===== config.mk =====
export PLATFORM = sky130hd
export DESIGN_NAME = multidigit_counter
export DESIGN_NICKNAME = d
export VERILOG_FILES = /design/src/rtl/multidigit_counter.sv
export SDC_FILE = /design/constraint.sdc
export NUM_CORES = 1
export LEC_CHECK = 0
export BUFFER_PORTS_ARGS = -buffer_cell sky130_fd_sc_hd__buf_2
export CORE_MARGIN = 2
export CORE_UTILIZATION = 46
export CTS_CLUSTER_DIAMETER = 100
export DETAILED_ROUTE_END_ITERATION = 10
export PLACE_DENSITY = 0.75
export SYNTH_ARGS = -nofsm -noshare
export SYNTH_HDL_FRONTEND = slang
export SYNTH_HIERARCHICAL = 1
export SYNTH_SLANG_ARGS = --single-unit

===== constraint.sdc =====
create_clock -name CLK -period 2.3 [get_ports CLK]
set_clock_uncertainty 0.05 [all_clocks]
set_input_delay 0 -clock CLK [delete_from_list [all_inputs] [get_ports CLK]]
set_output_delay 0 -clock CLK [all_outputs]
set_load 0.02 [all_outputs]

===== src/rtl/multidigit_counter.sv =====
// Multi-digit hex/BCD up/down counter with synchronised STEP input,
// parallel load, wrap/saturate limits and per-digit seven-segment outputs.

module hexunit (
   input  logic [3:0] digit,
   output logic [6:0] seg
);
   // Active-high segments, bit order gfedcba
   always_comb begin
      seg = 7'h00;
      unique case (digit)
         4'h0: seg = 7'h3F;
         4'h1: seg = 7'h06;
         4'h2: seg = 7'h5B;
         4'h3: seg = 7'h4F;
         4'h4: seg = 7'h66;
         4'h5: seg = 7'h6D;
         4'h6: seg = 7'h7D;
         4'h7: seg = 7'h07;
         4'h8: seg = 7'h7F;
         4'h9: seg = 7'h6F;
         4'hA: seg = 7'h77;
         4'hB: seg = 7'h7C;
         4'hC: seg = 7'h39;
         4'hD: seg = 7'h5E;
         4'hE: seg = 7'h79;
         4'hF: seg = 7'h71;
      endcase
   end
endmodule

module multidigit_counter #(
   parameter int DIGITS   = 4,
   parameter int BCD      = 0,
   parameter int SATURATE = 0
) (
   input  logic                  CLK,
   input  logic                  CLR_N,
   input  logic                  STEP,
   input  logic                  EN,
   input  logic                  UP,
   input  logic                  LD,
   input  logic [4*DIGITS-1:0]   D,
   output logic [4*DIGITS-1:0]   Q,
   output logic                  TC,
   output logic                  OVF,
   output logic [7*DIGITS-1:0]   HEX
);
   localparam int W = 4*DIGITS;
   localparam logic [W-1:0] MAX_VAL = (BCD != 0) ? {DIGITS{4'h9}} : {W{1'b1}};

   logic s1_q, s2_q, s3_q;
   logic s1_d, s2_d, s3_d;
   logic [W-1:0] q_q, q_d;
   logic ovf_q, ovf_d;
   logic step_pulse, do_count, at_max, at_min;

   logic [DIGITS-1:0][3:0] inc_v, dec_v, ld_v;
   logic carry, borrow;

   assign s1_d       = STEP;
   assign s2_d       = s1_q;
   assign s3_d       = s2_q;
   assign step_pulse = s2_q & ~s3_q;
   assign do_count   = step_pulse & EN & ~LD;
   assign at_max     = (q_q == MAX_VAL);
   assign at_min     = (q_q == '0);

   // Digit-wise ripple; at the limits it naturally wraps to MIN/MAX
   always_comb begin
      inc_v  = q_q;
      dec_v  = q_q;
      ld_v   = D;
      carry  = 1'b1;
      borrow = 1'b1;
      if (BCD != 0) begin
         for (int i = 0; i < DIGITS; i++) begin
            if (carry) begin
               if (q_q[4*i +: 4] == 4'd9) inc_v[i] = 4'd0;
               else begin
                  inc_v[i] = q_q[4*i +: 4] + 4'd1;
                  carry    = 1'b0;
               end
            end
            if (borrow) begin
               if (q_q[4*i +: 4] == 4'd0) dec_v[i] = 4'd9;
               else begin
                  dec_v[i] = q_q[4*i +: 4] - 4'd1;
                  borrow   = 1'b0;
               end
            end
            if (D[4*i +: 4] > 4'd9) ld_v[i] = 4'd9;
         end
      end else begin
         inc_v = q_q + W'(1);
         dec_v = q_q - W'(1);
      end
   end

   always_comb begin
      q_d   = q_q;
      ovf_d = ovf_q;
      if (LD) begin
         q_d   = ld_v;
         ovf_d = 1'b0;
      end else if (do_count) begin
         if (UP) begin
            if (at_max) ovf_d = 1'b1;
            if (!(at_max && SATURATE != 0)) q_d = inc_v;
         end else begin
            if (at_min) ovf_d = 1'b1;
            if (!(at_min && SATURATE != 0)) q_d = dec_v;
         end
      end
   end

   // Synchroniser resets high so a button held through reset does not count
   always_ff @(posedge CLK or negedge CLR_N) begin
      if (!CLR_N) begin
         s1_q  <= 1'b1;
         s2_q  <= 1'b1;
         s3_q  <= 1'b1;
         q_q   <= '0;
         ovf_q <= 1'b0;
      end else begin
         s1_q  <= s1_d;
         s2_q  <= s2_d;
         s3_q  <= s3_d;
         q_q   <= q_d;
         ovf_q <= ovf_d;
      end
   end

   assign Q   = q_q;
   assign OVF = ovf_q;
   assign TC  = UP ? at_max : at_min;

   for (genvar g = 0; g < DIGITS; g++) begin : g_hex
      hexunit u_hex (
         .digit (q_q[4*g +: 4]),
         .seg   (HEX[7*g +: 7])
      );
   end
endmodule


# --- Word-level counts from Yosys, hierarchy flattened ---
# Memories as Yosys holds them, arrays and structs flattened.
# Cells that the tools add are included.
classes:
  add_sub_neg: 2
  n_eq_ne: 2
  n_mux: 9
  bitwise: 5
  n_reduce_logical: 4
ops:
  columns: ["op", "count"]
  rows:
  - ["16-bit two-way mux", 3]
  - ["16-bit by 1-bit adder with 16-bit output, second input constant", 1]
  - ["16-bit equality test, second input constant", 1]
  - ["16-bit logical NOT", 1]
  - ["16-bit by 1-bit subtractor with 16-bit output, second input constant", 1]
  - ["1-bit two-way mux", 6]
  - ["1-bit bitwise AND", 3]
  - ["3-bit by 1-bit != test with 1-bit output, second input constant", 1]
  - ["3-bit AND reduction", 1]
  - ["3-bit nonzero test", 1]
  - ["1-bit inverter", 2]
  - ["2-bit nonzero test", 1]
totals:
  regBits: 20
  rom_bits: 448
  in_bits: 22
  out_inout_bits: 46
  wordCells: 31
  memories: 4
mem_list:
  columns: ["name", "words", "width", "rd", "rd_clocked_by_memory_dff", "write_ports", "line", "rtl"]
  rows:
  - ["(no name shown)", 16, 7, 1, 0, 0, "11", "unique case (digit)"]
  - ["(no name shown)", 16, 7, 1, 0, 0, "11", null]
  - ["(no name shown)", 16, 7, 1, 0, 0, "11", null]
  - ["(no name shown)", 16, 7, 1, 0, 0, "11", null]

# --- Depth between registers and ports, before layout ---
# Gate-level depths: netlist of run 1.
depth:
  word_depth: 6
  depth_mapped: 8
  depth_no_buf: 8

# --- By module ---
# Netlist of run 1, hierarchy kept.
modules_own_cells:
  columns: ["module", "n_inst", "cells_per_inst", "area_each_um2", "seq_area_each_um2"]
  rows:
  - ["multidigit_counter", 1, 202, 1697.9, 504.2]
  - ["hexunit", 4, 33, 287.8, 0.0]

# --- Least setup slack after synthesis of run 1 ---
# Ideal clock, no wire load.
synth_timing:
  path_type: "register to register"
  from: "register q_q[0] (netlist: Q[0])"
  to: "register q_q[14] (netlist: Q[14])"
  setup_ns: 0.080
  t_arrival_ns: 2.270
  required_time_ns: 2.170
  path_slack_ns: -0.099
  stages_incl_launch_ff: 9
  n_path_buf: 0
  period_less_slack_ns: 2.399
  path_cell_list: "dfrtp_1 -> inv_1 -> fa_1 -> and2b_2 -> o2111ai_2 -> a211oi_2 -> o211ai_2 -> o2111ai_1 -> nor3b_2"
synth_via:
  elab_chain_cells: 4
  elab_cells_between_ends: 5
  classes_between: "add/sub: 2; mux: 3"
synth_lines:
  columns: ["element", "line", "rtl"]
  rows:
  - ["start: declaration", "54", "logic [W-1:0] q_q, q_d;"]
  - ["start signal: assignment", "129", "q_q <= q_d;"]
  - ["16-bit by 1-bit subtractor with 16-bit output / 16-bit by 1-bit adder with 16-bit output (equally long branches)", "96, 95", null]
  - ["16-bit two-way mux *", "107", "if (UP) begin"]
  - ["16-bit two-way mux *", "106", "end else if (do_count) begin"]
  - ["16-bit two-way mux *", "103", "if (LD) begin"]
# Every way passes the cells marked *; elsewhere a longest branch is shown, timed or not. The select of a mux whose other input is x is not followed.
# A chain may end at the register's enable or synchronous reset.

# --- Final worst setup path of run 1 ---
layout_timing:
  from: "register q_q[1] (netlist: Q[1])"
  to: "register q_q[15] (netlist: Q[15])"
# Same word-level chain as after synthesis.

==> results summary, run 1 <==
For the worst-skew pair, the clock arrives at the later sink with an insertion delay of about 0.27 ns. The initial utilization of the core area, before any placement, comes to a little under half. Along the worst path, the maximum fanout reaches 4. The number of buffers inserted by port buffering is 67. The die is about 83 um wide.

The overall die area is 6840 um2. Global routing consumed, over all layers together, 21.9% of the routing resources. The routed wirelength normalized by instance count came out at about 14 um. In this run the number of H-tree levels came out at 1. For this run, design rule violations remaining after detail routing come to 0.

The design draws between 1.5 and 2 mW. For this run, the number of Yosys warnings is 6. Setup repair after global routing could not meet its margin everywhere. For hold timing, the worst endpoint is Q[13]. The number of instances on the worst hold path is 5. The area growth from synthesis to layout is 27.8%.

The final wirelength came out at around 7300 um. The remaining max-slew budget at the tightest pin is between 60% and 70%. The critical path goes through ha_1, a211oi_2, o21bai_2, o22a_2, a31oi_1, mux2_1, o22ai_1. The clock network fraction of total power came out at between 10% and 20%.

The total negative setup slack came out at 0 ns. Clock-pin slew was measured on the worst setup and hold paths at 0.09 ns. The deepest clock path buffer count came out at 2. The internal power came out at approximately 1.0 mW. The end of the worst register-to-register path is Q[15]. The highest clock frequency the design can meet is 455 MHz. The number of nets with antenna violations after routing came out at 0.

In the synthesized netlist the dominant register cell turns out to be dfrtp_1. Setup slack on the worst reg-to-reg path comes out at about 0.10 ns. The run finished with clean final reports. The repair_antennas step left the layout with diodes totalling 0.

The number of pins with negative max-slew slack in the final report came out at 0. The number of flops mapped to enable cells by yosys came out at 0. With fillers left out, the area of the finished cells amounts to approximately 3600 um2. The first-pass GRT wire length came out at 11900 um. The residual overflow from global routing is 0. The number of nets produced by synthesis is ~400.

The vias after detailed routing is roughly 2800. The arrival time at the worst endpoint came out at around 2.3 ns. CTS saw 20 sinks.

The routed via count divided by cell count came out at 5.59. The post-synthesis sequential element count came out at 20. TritonCTS built the clock tree.

The total net switching power is between 0.8 and 0.9 mW. The worst hold path belongs to the class input pin to flop. The worst-case reg-to-reg path depth came out at 7.

Cells with a size suffix above 1 make up a little under a third of the layout. The number of buffers inserted during clock tree synthesis came out at 3. In this run the count of I/O pins placed on the die edge is 68. CTS placed an instance of clkbuf_8 at the clock tree root. The pin count of the biggest net entering global routing came out at 35.

The initial antenna violation count was 0. For this design, the slowest cell found on the critical path is dfrtp_2. The final setup violation count came out at 0. The area of the core region is just under 6000 um2. The proportion of synthesized chip area in sequential cells is roughly 18%.

The category of the critical setup timing path is flop to flop. In this run the critical register-to-register path is launched from Q[1]. The longest individual stage delay on the worst path is about 0.43 ns. For the pin with the worst max-slew slack, the measured transition is around 0.55 ns.

The average instance area after synthesis is around 8.5 um2. Net switching is 46.1% of the power. The worst-case IR drop observed on VDD is just under 0.3 mV.

In this run, the combinational gates consume approximately two thirds of the power. Summed over all cells, the static leakage comes to between 1.5 and 2 nW. The number of violations reported at the end of detailed-routing iteration 0 came out at 211. The gate count after technology mapping came out at 334.

The type of element launching the critical path is a flop. At the end of routability-driven placement, the weighted congestion stood at 0.932. The final count of hold timing violations came out at 0. The startpoint identified for the worst hold timing path is D[13]. The required time of the critical path is ~2.4 ns. In this run the core area contains 28 standard-cell rows.

The via count of the first global-routing pass is 2614. The placed instance count is around 490. The height of the die came out at roughly 83 um. The count of nets after finishing is approximately 500.

The number of standard cells in the layout, taps in and fillers out came out at 508. In this run the power density over the cells is approximately 530 nW/um2. The count of unique library cells instantiated by Yosys came out at 56.

Of the total power, registers draw between 20% and 30%. The count of TritonRoute iterations in the first routing pass came out at 4. Cells fill between 60% and 70% of the core in the end. The number of max-cap violations came out at 0. The post-synth design cell area came out at around 2800 um2. Once placement finished, the instance area stood at about 3400 um2. STA classifies the critical path endpoint as a flop. Dividing the final minimum period by the clock period gives a little over nine tenths. The HPWL after detailed placement is around 5500 um. In the synthesized netlist the async set-or-reset flop fraction comes to 100%.

The final critical path time including I/O delays and setup came out at 2.20 ns.
-- worst max-delay path: cells and delay by family, from the launching register on --
kind | cells | cell delay [ns]
muxes | 1 | 0.34
DFF | 1 | 0.43
adders and majority gates | 1 | 0.33
AOI/OAI and AO/OA | 5 | 0.97
-- cell families (layout without fill, tap and decap cells) --
group,after synthesis,after routing,synth area share [%]
xor gates and xnor gates,8,8,2.46
and+or+nand+nor,99,99,18.2
AOI/OAI and AO/OA,93,93,22.3
muxes,30,30,13.4
DFF,20,20,17.7
adders and majority gates,43,43,19.1
buffers and inverters,41,140,6.72
-- sequential cells by signal, summed over array words and instances (netlist names) --
register,cells
Q,16
OVF,1
s1_q,1
s2_q,1
s3_q,1
-- per-stage QoR --
| step | worst slack (ns) | hold WS (ns) |
|---|---|---|
| finish | 0.102 | 0.0197 |
| global route | -0.0291 | 0.0534 |
| CTS | 0.00439 | 0.0326 |
| detailed placement | 0.0478 | -0.0569 |
| global placement | 0.121 | -0.0616 |
| floorplan | 0.0312 | -0.346 |
-- repair_timing --
item / 4_1_cts / 5_1_grt
endpoints found under the hold margin: 35 / 0
hold buffers: 16 / 0
setup endpoints to repair: 0 / 4
gates resized for setup: 0 / 6
setup buffers: 0 / 2
-- synth_stat cells, drive strengths merged, types with 2 or more instances --
master   instances  share of area, %
o31a             4               1.4
nor4             5               1.1
o21ai           19               3.3
o31ai            2              0.70
mux2            14               5.5
a211o            2              0.61
xor2             3              0.92
nand2b           6               1.3
a31o             4               1.2
nand2           30               4.0
and2b            2              0.57
nor3            14               2.5
a31oi            3              0.66
buf              9               2.5
mux4             4               3.7
a211oi           5               1.7
or2b             4               1.1
a21o             6               1.6
ha              42                18
nand4            7               1.5
nor2b            6               1.3
nand3            5              0.88
a21oi           32               5.8
nor2            10               1.3
o21bai           2              0.66
mux2i           12               4.2
o32a             4               1.4
xnor2            5               1.5
inv             25               3.3
o21a             3              0.79
clkbuf           7              0.97
dfrtp           17                15
o2111ai          2              0.83
nand3b           5               1.3
dfstp            3               2.8
-- layout by cell type (no fill, tap or decap), types with 3 or more instances in the layout --
cell type	netlist	final
buf_2	5	67
ha_1	42	42
a21oi_1	31	30
nand2_1	30	30
buf_4	0	27
inv_1	25	25
o21ai_0	18	17
dlygate4sd3_1	0	16
dfrtp_1	17	15
nor3_1	14	14
mux2_2	13	13
mux2i_1	12	12
nor2_1	10	10
nand4_1	7	7
a21o_1	6	6
nand2b_1	6	6
nor2b_1	6	6
nor4_1	5	5
nand3_1	5	5
nand3b_1	5	5
xnor2_1	5	5
mux4_1	4	4
o31a_2	4	4
o32a_1	4	4
or2b_1	4	4
a31o_1	4	4
o21a_1	3	3
a31oi_1	3	3
a211oi_1	3	3
xor2_1	3	3
clkbuf_8	0	3
dfstp_2	3	3
-- worst max-delay path by stage --
stage	from	endpoint	slack, ns	cells past startpoint
3_5_place_dp	Q[0]	Q[14]	0.05	8
3_3_place_gp	Q[0]	Q[14]	0.12	8
6_report	Q[1]	Q[15]	0.10	7
5_1_grt	Q[1]	Q[14]	-0.03	8
2_1_floorplan	Q[0]	Q[14]	0.03	8
4_1_cts	Q[0]	Q[14]	0.004	8
-- metal layers --
metal	vias to the layer above	wire [um]	GRT usage (%)
li1	1421	-	-
met1	1322	3410	29.9
met2	93	3400	37.7
met3	4	456	2.17
met4	0	35	3.93
met5	-	0	0
-- area by class of cell --
cell class	count	area [um2]
clock buffer	4	45.0
multi-input combinational	273	2180
fill	529	2310
inverter	25	93.8
timing repair buffer	111	718
tap	75	93.8
sequential	20	507
-- power by group through the flow --
stage                     Combinational, mW  Sequential, mW  Clock [mW]
final                                  1.26           0.416       0.262
after global routing                   1.39           0.421       0.282
after CTS                              1.23           0.415       0.258
after detailed placement               1.21           0.422           0
after global placement                 1.18           0.420           0
after floorplan                       0.770           0.509           0
(Power assumes the default switching activity.)
==> run 2, diff against run 1 <==
- ABC_AREA: not set -> 1
- PLACE_DENSITY: 0.75 -> 0.74
==> run 2 against run 1 <==
  * Highest routed layer unchanged
  * Worst setup slack gained 0.23 ns
  * Utilization shrank 3.5 points
  * Critical endpoint is now Q[8]
  * Non-clock buffer count down 19
  * Routed wire length up 11%
  * Largest power group unchanged
  * Count of clock-buffer cells in the layout is the same
==> results summary, run 2 <==
The routed via count divided by cell count came out at 4.97 (was 5.59). The worst setup margin is 0.327 ns (was 0.102 ns). The vias after detailed routing came out at 3352 (was 2840).

The compound-gate portion of the synthesized area is 6.80% (was 22.3%). The post-synth design cell area came out at 3000 um2 (was 2850 um2). The peak fanout along the critical path came to 10 (was 4). Highest-count cells in the layout ignoring fill and taps: 221 x nand2_1, 81 x inv_1, 67 x buf_2 (was 67 x buf_2, 42 x ha_1, 30 x a21oi_1, 30 x nand2_1, 27 x buf_4). The initial antenna violation count was 0 (unchanged). The pin count of the biggest net entering global routing is 21 (was 35). The reported leakage power came to 2.20 nW (was 1.70 nW). The overall die area is 7180 um2 (was 6840 um2). The area of the core region came to 6310 um2 (was 5960 um2). The number of flip-flops under the largest register name is 16 (unchanged). The count of warnings emitted by yosys came out at 6 (unchanged). The category of the critical setup timing path is flop to flop (unchanged).

The HPWL after detailed placement is 6320 um (was 5510 um). The via count of the first global-routing pass is 3064 (was 2614). The diode insertion count for antenna repair is 0 (unchanged).

The type of element capturing the critical path is a flop (unchanged). The number of remaining DRC errors was 0 (unchanged). The number of max-cap violations came out at 0 (unchanged). The fraction of power consumed by sequential logic came out at 23.0% (was 21.4%). The remaining max-slew budget at the tightest pin was 65.7% (was 63.5%). The slew at the pin closest to its max-slew limit is 0.515 ns (was 0.547 ns). The TritonCTS sink count came out at 20 (unchanged). The clock tree root driver cell is clkbuf_8 (unchanged).

The arrival time at the worst endpoint was 2.08 ns (was 2.34 ns). The count of unique library cells instantiated by Yosys is 33 (was 56). The total track usage came out at 22.8% (was 21.9%). The count of boundary I/O pins was 68 (unchanged).

The row count was 29 (was 28). The deepest clock path buffer count is 2 (unchanged). The height of the die came out at 84.7 um (was 82.7 um). The CTS clock-pin slew for the worst setup and hold paths came to 0.08 ns (was 0.09 ns).

The number of flops mapped to enable cells by yosys is 0 (unchanged). The die boundary width came out at 84.7 um (was 82.7 um). The part of the total power dissipated in combinational logic is 64.0% (was 65.1%). The final wirelength came out at 8100 um (was 7300 um).

The proportion of synthesized chip area in sequential cells came to 16.8% (was 17.7%). The power density relative to cell area is 549 nW/um2 (was 533 nW/um2). The multiplexer fraction of the synthesized cell area came out at 0% (was 13.4%). The type of element launching the critical path is a flop (unchanged). The number of buffers inserted by port buffering was 67 (unchanged). The clock network fraction of total power was 13.0% (was 13.5%).

The most common cell after layout, fill and taps aside is nand2_1 (was buf_2). Top area cells in the synthesized netlist: nand2_1 28%, ha_1 18%, dfrtp_1 14% (was ha_1 18%, dfrtp_1 15%, a21oi_1 5.4%). The residual overflow from global routing came out at 0 (unchanged). The count of nets after finishing came out at 664 (was 499).

The highest clock frequency the design can meet is 507 MHz (was 455 MHz). The first-pass GRT wire length is 13600 um (was 11900 um). The number of pins with negative max-slew slack in the final report came out at 0 (unchanged). The count of TritonRoute iterations in the first routing pass is 4 (unchanged). The total negative setup slack is 0 ns (unchanged). The simple-gate area share of the yosys netlist came out at 44.0% (was 18.2%). The main combinational cell family by area after synthesis is simple AND/OR/NAND/NOR gates (was compound AO/OA/AOI/OAI gates). The number of buffers inserted during clock tree synthesis was 3 (unchanged). The starting density of the core is 47.5% (was 47.8%). The average instance area after synthesis is 5.88 um2 (was 8.53 um2). The highest ir drop seen on vdd came out at 0.244 mV (was 0.295 mV). The quantity of gates resized following cts is 0 (unchanged). The required time of the critical path is 2.41 ns (was 2.44 ns).

The routed wirelength normalized by instance count came out at 12.0 um (was 14.4 um). The final count of hold timing violations is 0 (unchanged). The most used standard cell by instance count after synthesis is nand2_1 (was ha_1). The gate count after technology mapping is 510 (was 334). The number of nets produced by synthesis is 575 (was 399). The async set-reset flop share out of synthesis is 100% (unchanged).

The total net switching power came out at 1.04 mW (was 0.894 mW). The area growth from synthesis to layout is 21.4% (was 27.8%). The final critical path time including I/O delays and setup is 1.97 ns (was 2.20 ns). The number of violations reported at the end of detailed-routing iteration 0 came out at 173 (was 211). Commonest cells in the netlist: 221 x nand2_1, 81 x inv_1, 42 x ha_1 (was 42 x ha_1, 31 x a21oi_1, 30 x nand2_1). The setup slack after placement came out at 0.353 ns (was 0.0478 ns). The final setup violation count came out at 0 (unchanged). The parity-gate share of the synthesized area counting xor and xnor cells is 0.876% (was 2.46%). The post-synthesis adder-cell area fraction came to 18.2% (was 19.1%).

The post-synthesis sequential element count is 20 (unchanged). The number of nets with antenna violations after routing is 0 (unchanged). The proportion of netlist area held by the largest area contributor was 27.7% (was 18.4%). The clock tree from TritonCTS is built (unchanged). The top flip-flop cell by instance count after synthesis is dfrtp_1 (unchanged).

The H-tree depth reported by CTS is 1 (unchanged). RSZ-0062 raised after global routing: no (was yes). The fraction of the cycle the final worst path needs was 85.8% (was 95.6%). The internal power is 0.960 mW (was 1.05 mW). The worst hold-check path type is input pin to flop (unchanged).

The share of layout cells above drive strength 1 is 18.7% (was 30.9%). Status: finished, final reports clean (unchanged). The cell taking the most area after synthesis was nand2_1 (was ha_1).

The final estimated routing congestion in global placement is 0.990 (was 0.932). The fraction of power spent switching nets came to 51.9% (was 46.1%). The source-to-sink clock delay at the later pin of the worst-skew pair is 0.27 ns (about the same).
==> run 2: cell types whose count changed in the layout (fill, tap and decap cells not counted), sizes merged, moves of 7 or more <==
cell,before,now
nor3,14,7
inv,25,90
mux2i,12,0
mux2,14,0
a21oi,32,10
buf,95,76
nand2,30,232
nand3,5,42
nor2,10,20
==> run 2: layout make-up <==
| type | instances | area [um2] |
|---|---|---|
| fill | 625 | 2670 |
| multi-input combinational | 392 | 2100 |
| timing repair buffer | 92 | 563 |
| sequential | 20 | 504 |
| inverter | 90 | 338 |
| tap | 77 | 96.3 |
| clock buffer | 4 | 45.0 |
==> run 2: kinds of logic after synthesis <==
kind of cell,count (synthesis)
and+or+nand+nor,311
AOI/OAI and AO/OA,35
DFF,20
adders and majority gates,43
buffers and inverters,98
xor gates and xnor gates,3
==> run 2: routing by layer <==
metal / GRT usage (%) / share of wire, % / up-vias
met1: 31.1 / 46 / 1516
met3: 1.18 / 5.0 / 9
met4: 7.50 / 1.7 / 0
li1: - / - / 1739
met2: 38.7 / 48 / 88
met5: 0 / 0 / -
==> run 2: worst max-delay path, cell delays in order, from the launching register on <==
cell and delay (ns):
dfrtp_1 0.52, inv_1 0.13, fa_1 0.46, inv_1 0.12
nand3_1 0.08, nand3_1 0.13, nand2_1 0.07, nand3_1 0.10
nand2_1 0.06, nand2_1 0.06, o21bai_1 0.06
==> run 2: power by group through the flow <==
stage / Clock [mW] / Combinational [mW] / Sequential [mW]
after floorplan: 0 / 0.851 / 0.513
after global placement: 0 / 1.23 / 0.462
after detailed placement: 0 / 1.25 / 0.465
after CTS: 0.262 / 1.28 / 0.458
after global routing: 0.276 / 1.44 / 0.468
final: 0.260 / 1.28 / 0.459
==> run 2: timing repair <==
item                      in CTS  in global routing
hold endpoints to repair      32                  0
buffers inserted               0                  0
hold buffers                  16                  0
==> run 2: metrics by stage <==
| step | power (mW) | area [um2] | util [%] | hold slack [ns] | instances |
|---|---|---|---|---|---|
| after detailed placement | 1.71 | 3440 | 54.4 | -0.0462 | 655 |
| after floorplan | 1.36 | 3000 | - | -0.346 | 510 |
| after CTS | 2.00 | 3640 | 57.7 | 0.0147 | 675 |
| after global placement | 1.69 | 3440 | 54.4 | -0.0524 | 655 |
| final | 2.00 | 3640 | 57.7 | 0.0160 | 675 |
| after global routing | 2.18 | 3640 | 57.7 | 0.0407 | 675 |
==> run 2: final timing paths <==
kind,start,endpoint,slack (ns),cells past startpoint
max in group asynchronous,CLR_N,s3_q,1.66,2
max,Q[0],Q[8],0.33,10
min in group asynchronous,CLR_N,OVF,0.18,2
min reg2reg,s1_q,s2_q,0.31,0
min,D[9],Q[9],0.02,5
max reg2reg,Q[0],Q[8],0.33,10
==> run 3, diff against run 2 <==
- CORE_UTILIZATION: 46 -> 50
- PLACE_DENSITY: 0.74 -> 0.8
==> run 3 against run 2 <==
  * First-iteration DRC count decreased by 2.3%
  * Register-to-register slack better by 0.06 ns
  * Worst setup slack improved by 0.064 ns
  * Routed wire length grew 2.1%
  * Largest cell class unchanged
  * Cell area shrank 0.10%
==> results summary, run 3 (synthesis gave the netlist of run 2 again) <==
Status: finished, final reports clean (unchanged). The part of the total power dissipated in combinational logic is 60.0% (was 64.0%). The reported leakage power is 2.20 nW (about the same). The HPWL after detailed placement is 6240 um (was 6320 um). The power density relative to cell area was 582 nW/um2 (was 549 nW/um2). The number of flip-flops under the largest register name is 16 (unchanged). The area growth from synthesis to layout was 21.3% (was 21.4%). The remaining max-slew budget at the tightest pin was 66.0% (was 65.7%). The routed wirelength normalized by instance count is 12.3 um (was 12.0 um).

The total area of multi-input combinational cells is 2100 um2 (unchanged). The total setup buffers inserted after CTS is 0 (unchanged). The final count of hold timing violations came out at 0 (unchanged). The gate family responsible for the most delay along the worst path was flip-flops (unchanged). The number of max-cap violations is 0 (unchanged). The worst hold-check path type is input pin to flop (unchanged). The longest individual stage delay on the worst path is 0.52 ns (about the same). The worst-case reg-to-reg path depth is 10 (unchanged). The diode insertion count for antenna repair came out at 0 (unchanged). The vias after detailed routing was 3423 (was 3352). The highest clock frequency the design can meet came out at 524 MHz (was 507 MHz). The end of the worst register-to-register path is Q[8] (unchanged). The required time of the critical path came out at 2.42 ns (was 2.41 ns). The internal power was 1.06 mW (was 0.960 mW). The number of violations reported at the end of detailed-routing iteration 0 came out at 169 (was 173). The most common cell after layout, fill and taps aside is nand2_1 (unchanged). The highest ir drop seen on vdd is 0.261 mV (was 0.244 mV). The clock network fraction of total power is 17.9% (was 13.0%). The post-route core utilization is 62.2% (was 57.7%). The category of the critical setup timing path was flop to flop (unchanged).

The number of remaining DRC errors came out at 0 (unchanged). The count of nets after finishing came out at 661 (was 664). The setup slack after placement is 0.407 ns (was 0.353 ns).

The worst setup path endpoint is Q[8] (unchanged). The die boundary width is 81.5 um (was 84.7 um). The clock tree from TritonCTS is built (unchanged). The TritonCTS sink count came out at 20 (unchanged). The count of boundary I/O pins is 68 (unchanged).

Critical Path, Cell by Cell: inv_1, fa_1, inv_1, nand3_1, nand3_1, nand2_1, nand3_1, nand2_1, nand2_1, o21bai_1 (unchanged). The number of buffers inserted by port buffering came to 67 (unchanged). The count of buffer and inverter cells on the critical path was 2 (unchanged). The count of TritonRoute iterations in the first routing pass came out at 5 (was 4). The share of layout cells above drive strength 1 is 18.8% (was 18.7%). The type of element launching the critical path is a flop (unchanged). The cell area reported after detailed placement came to 3430 um2 (was 3440 um2). Highest-count cells in the layout ignoring fill and taps: 221 x nand2_1, 81 x inv_1, 67 x buf_2 (unchanged).

The number of standard cells in the layout, taps in and fillers out is 670 (was 675). The CTS clock-pin slew for the worst setup and hold paths is 0.09 ns (was 0.08 ns). The number of buffers inserted during clock tree synthesis came to 3 (unchanged). The setup slack of the most critical reg-to-reg path is 0.39 ns (was 0.33 ns). The number of nets with antenna violations after routing is 0 (unchanged). The sequential cell area in the final layout is 504 um2 (unchanged). The fraction of power consumed by sequential logic is 22.1% (was 23.0%). The slew at the pin closest to its max-slew limit is 0.510 ns (was 0.515 ns). The count of fill cells added during filler insertion is 560 (was 625). The final critical path time including I/O delays and setup is 1.91 ns (was 1.97 ns). The type of element capturing the critical path was a flop (unchanged). The overall die area is 6630 um2 (was 7180 um2). The H-tree depth reported by CTS came out at 1 (unchanged).

The via count of the first global-routing pass came out at 3098 (was 3064). The routed via count divided by cell count came out at 5.11 (was 4.97). The first-pass GRT wire length is 13600 um (about the same). The start point of the critical path was Q[1] (was Q[0]). The final setup violation count came to 0 (unchanged). The beginning of the worst register-to-register path is Q[1] (was Q[0]). The cell at the slowest stage of the critical path was dfrtp_1 (unchanged). RSZ-0062 raised after global routing: no (unchanged). The total net switching power is 1.05 mW (was 1.04 mW). The height of the die is 81.5 um (was 84.7 um). The deepest clock path buffer count is 2 (unchanged). The peak fanout along the critical path is 9 (was 10). The initial antenna violation count came out at 0 (unchanged). The row count is 28 (was 29). The cell area after layout is 3640 um2 (about the same). The clock tree root driver cell was clkbuf_8 (unchanged).

The pin count of the biggest net entering global routing came out at 21 (unchanged). The cell depth of the worst setup path was 10 (unchanged). The fraction of the cycle the final worst path needs came out at 83.0% (was 85.8%). The total track usage is 25.7% (was 22.8%). The total negative setup slack came out at 0 ns (unchanged). The final estimated routing congestion in global placement came out at 0.949 (was 0.990). The residual overflow from global routing came out at 0 (unchanged). The placed instance count came out at 652 (was 655). The arrival time at the worst endpoint came out at 2.03 ns (was 2.08 ns).

The number of pins with negative max-slew slack in the final report came out at 0 (unchanged). The worst setup margin came out at 0.391 ns (was 0.327 ns). The fraction of power spent switching nets came out at 49.7% (was 51.9%). The area of the core region came out at 5850 um2 (was 6310 um2). The source-to-sink clock delay at the later pin of the worst-skew pair is 0.28 ns (was 0.27 ns). The final wirelength is 8270 um (was 8100 um).

The starting density of the core is 51.3% (was 47.5%).
-- run 3: cell count changes in the layout (fill, tap and decap cells not counted) --
cell / delta
dlygate4sd3_1: -2
clkbuf_1: -1
bufinv_16: +1
buf_4: -1
-- run 3: routing by layer --
| metal | wire (um) | track usage [%] |
|---|---|---|
| met5 | 0 | 0 |
| met4 | 161 | 8.47 |
| met3 | 454 | 2.53 |
| met2 | 3980 | 45.1 |
| met1 | 3660 | 32.9 |
-- run 3: stage by stage --
step	total power [mW]	hold WS [ns]
after floorplan	1.36	-0.346
after global placement	1.68	-0.0587
after detailed placement	1.71	-0.0541
after CTS	2.10	0.0229
after global routing	2.30	0.0573
final	2.12	0.00268
-- run 3: power by group through the flow --
stage	sequential, mW	clock [mW]	combinational, mW
after floorplan	0.513	0	0.851
after global placement	0.470	0	1.21
after detailed placement	0.473	0	1.24
after CTS	0.466	0.376	1.26
after global routing	0.476	0.392	1.43
final	0.468	0.379	1.27
-- run 3: what timing repair did --
action / 4_1_cts / 5_1_grt
endpoints found under the hold margin: 33 / 0
hold buffers: 14 / 0
endpoints found under the setup margin: 0 / 0
resized for setup: 0 / 0
-- run 3: how the worst min path moves through the flow --
stage	start	slack (ns)	cells past startpoint	endpoint
3_5_place_dp	CLR_N	-0.05	1	Q[14]
2_1_floorplan	CLR_N	-0.35	0	OVF
6_report	D[12]	0.003	5	Q[12]
4_1_cts	D[12]	0.02	5	Q[12]
3_3_place_gp	CLR_N	-0.06	1	Q[14]
5_1_grt	D[9]	0.06	5	Q[9]
-- run 3: layout make-up --
class,count,share of cell area [%]
clock inverter,1,0.825
tap,75,2.58
sequential,20,13.9
clock buffer,3,1.13
inverter,90,9.28
multi-input combinational,392,57.6
timing repair buffer,89,14.7
-- run 3: worst reg2reg max path, delay by kind of cell (launching register included) --
family	cells	cell delay (ns)
AOI/OAI and AO/OA	1	0.07
adders and majority gates	1	0.43
DFF	1	0.52
and+or+nand+nor	6	0.48
buffers and inverters	2	0.25
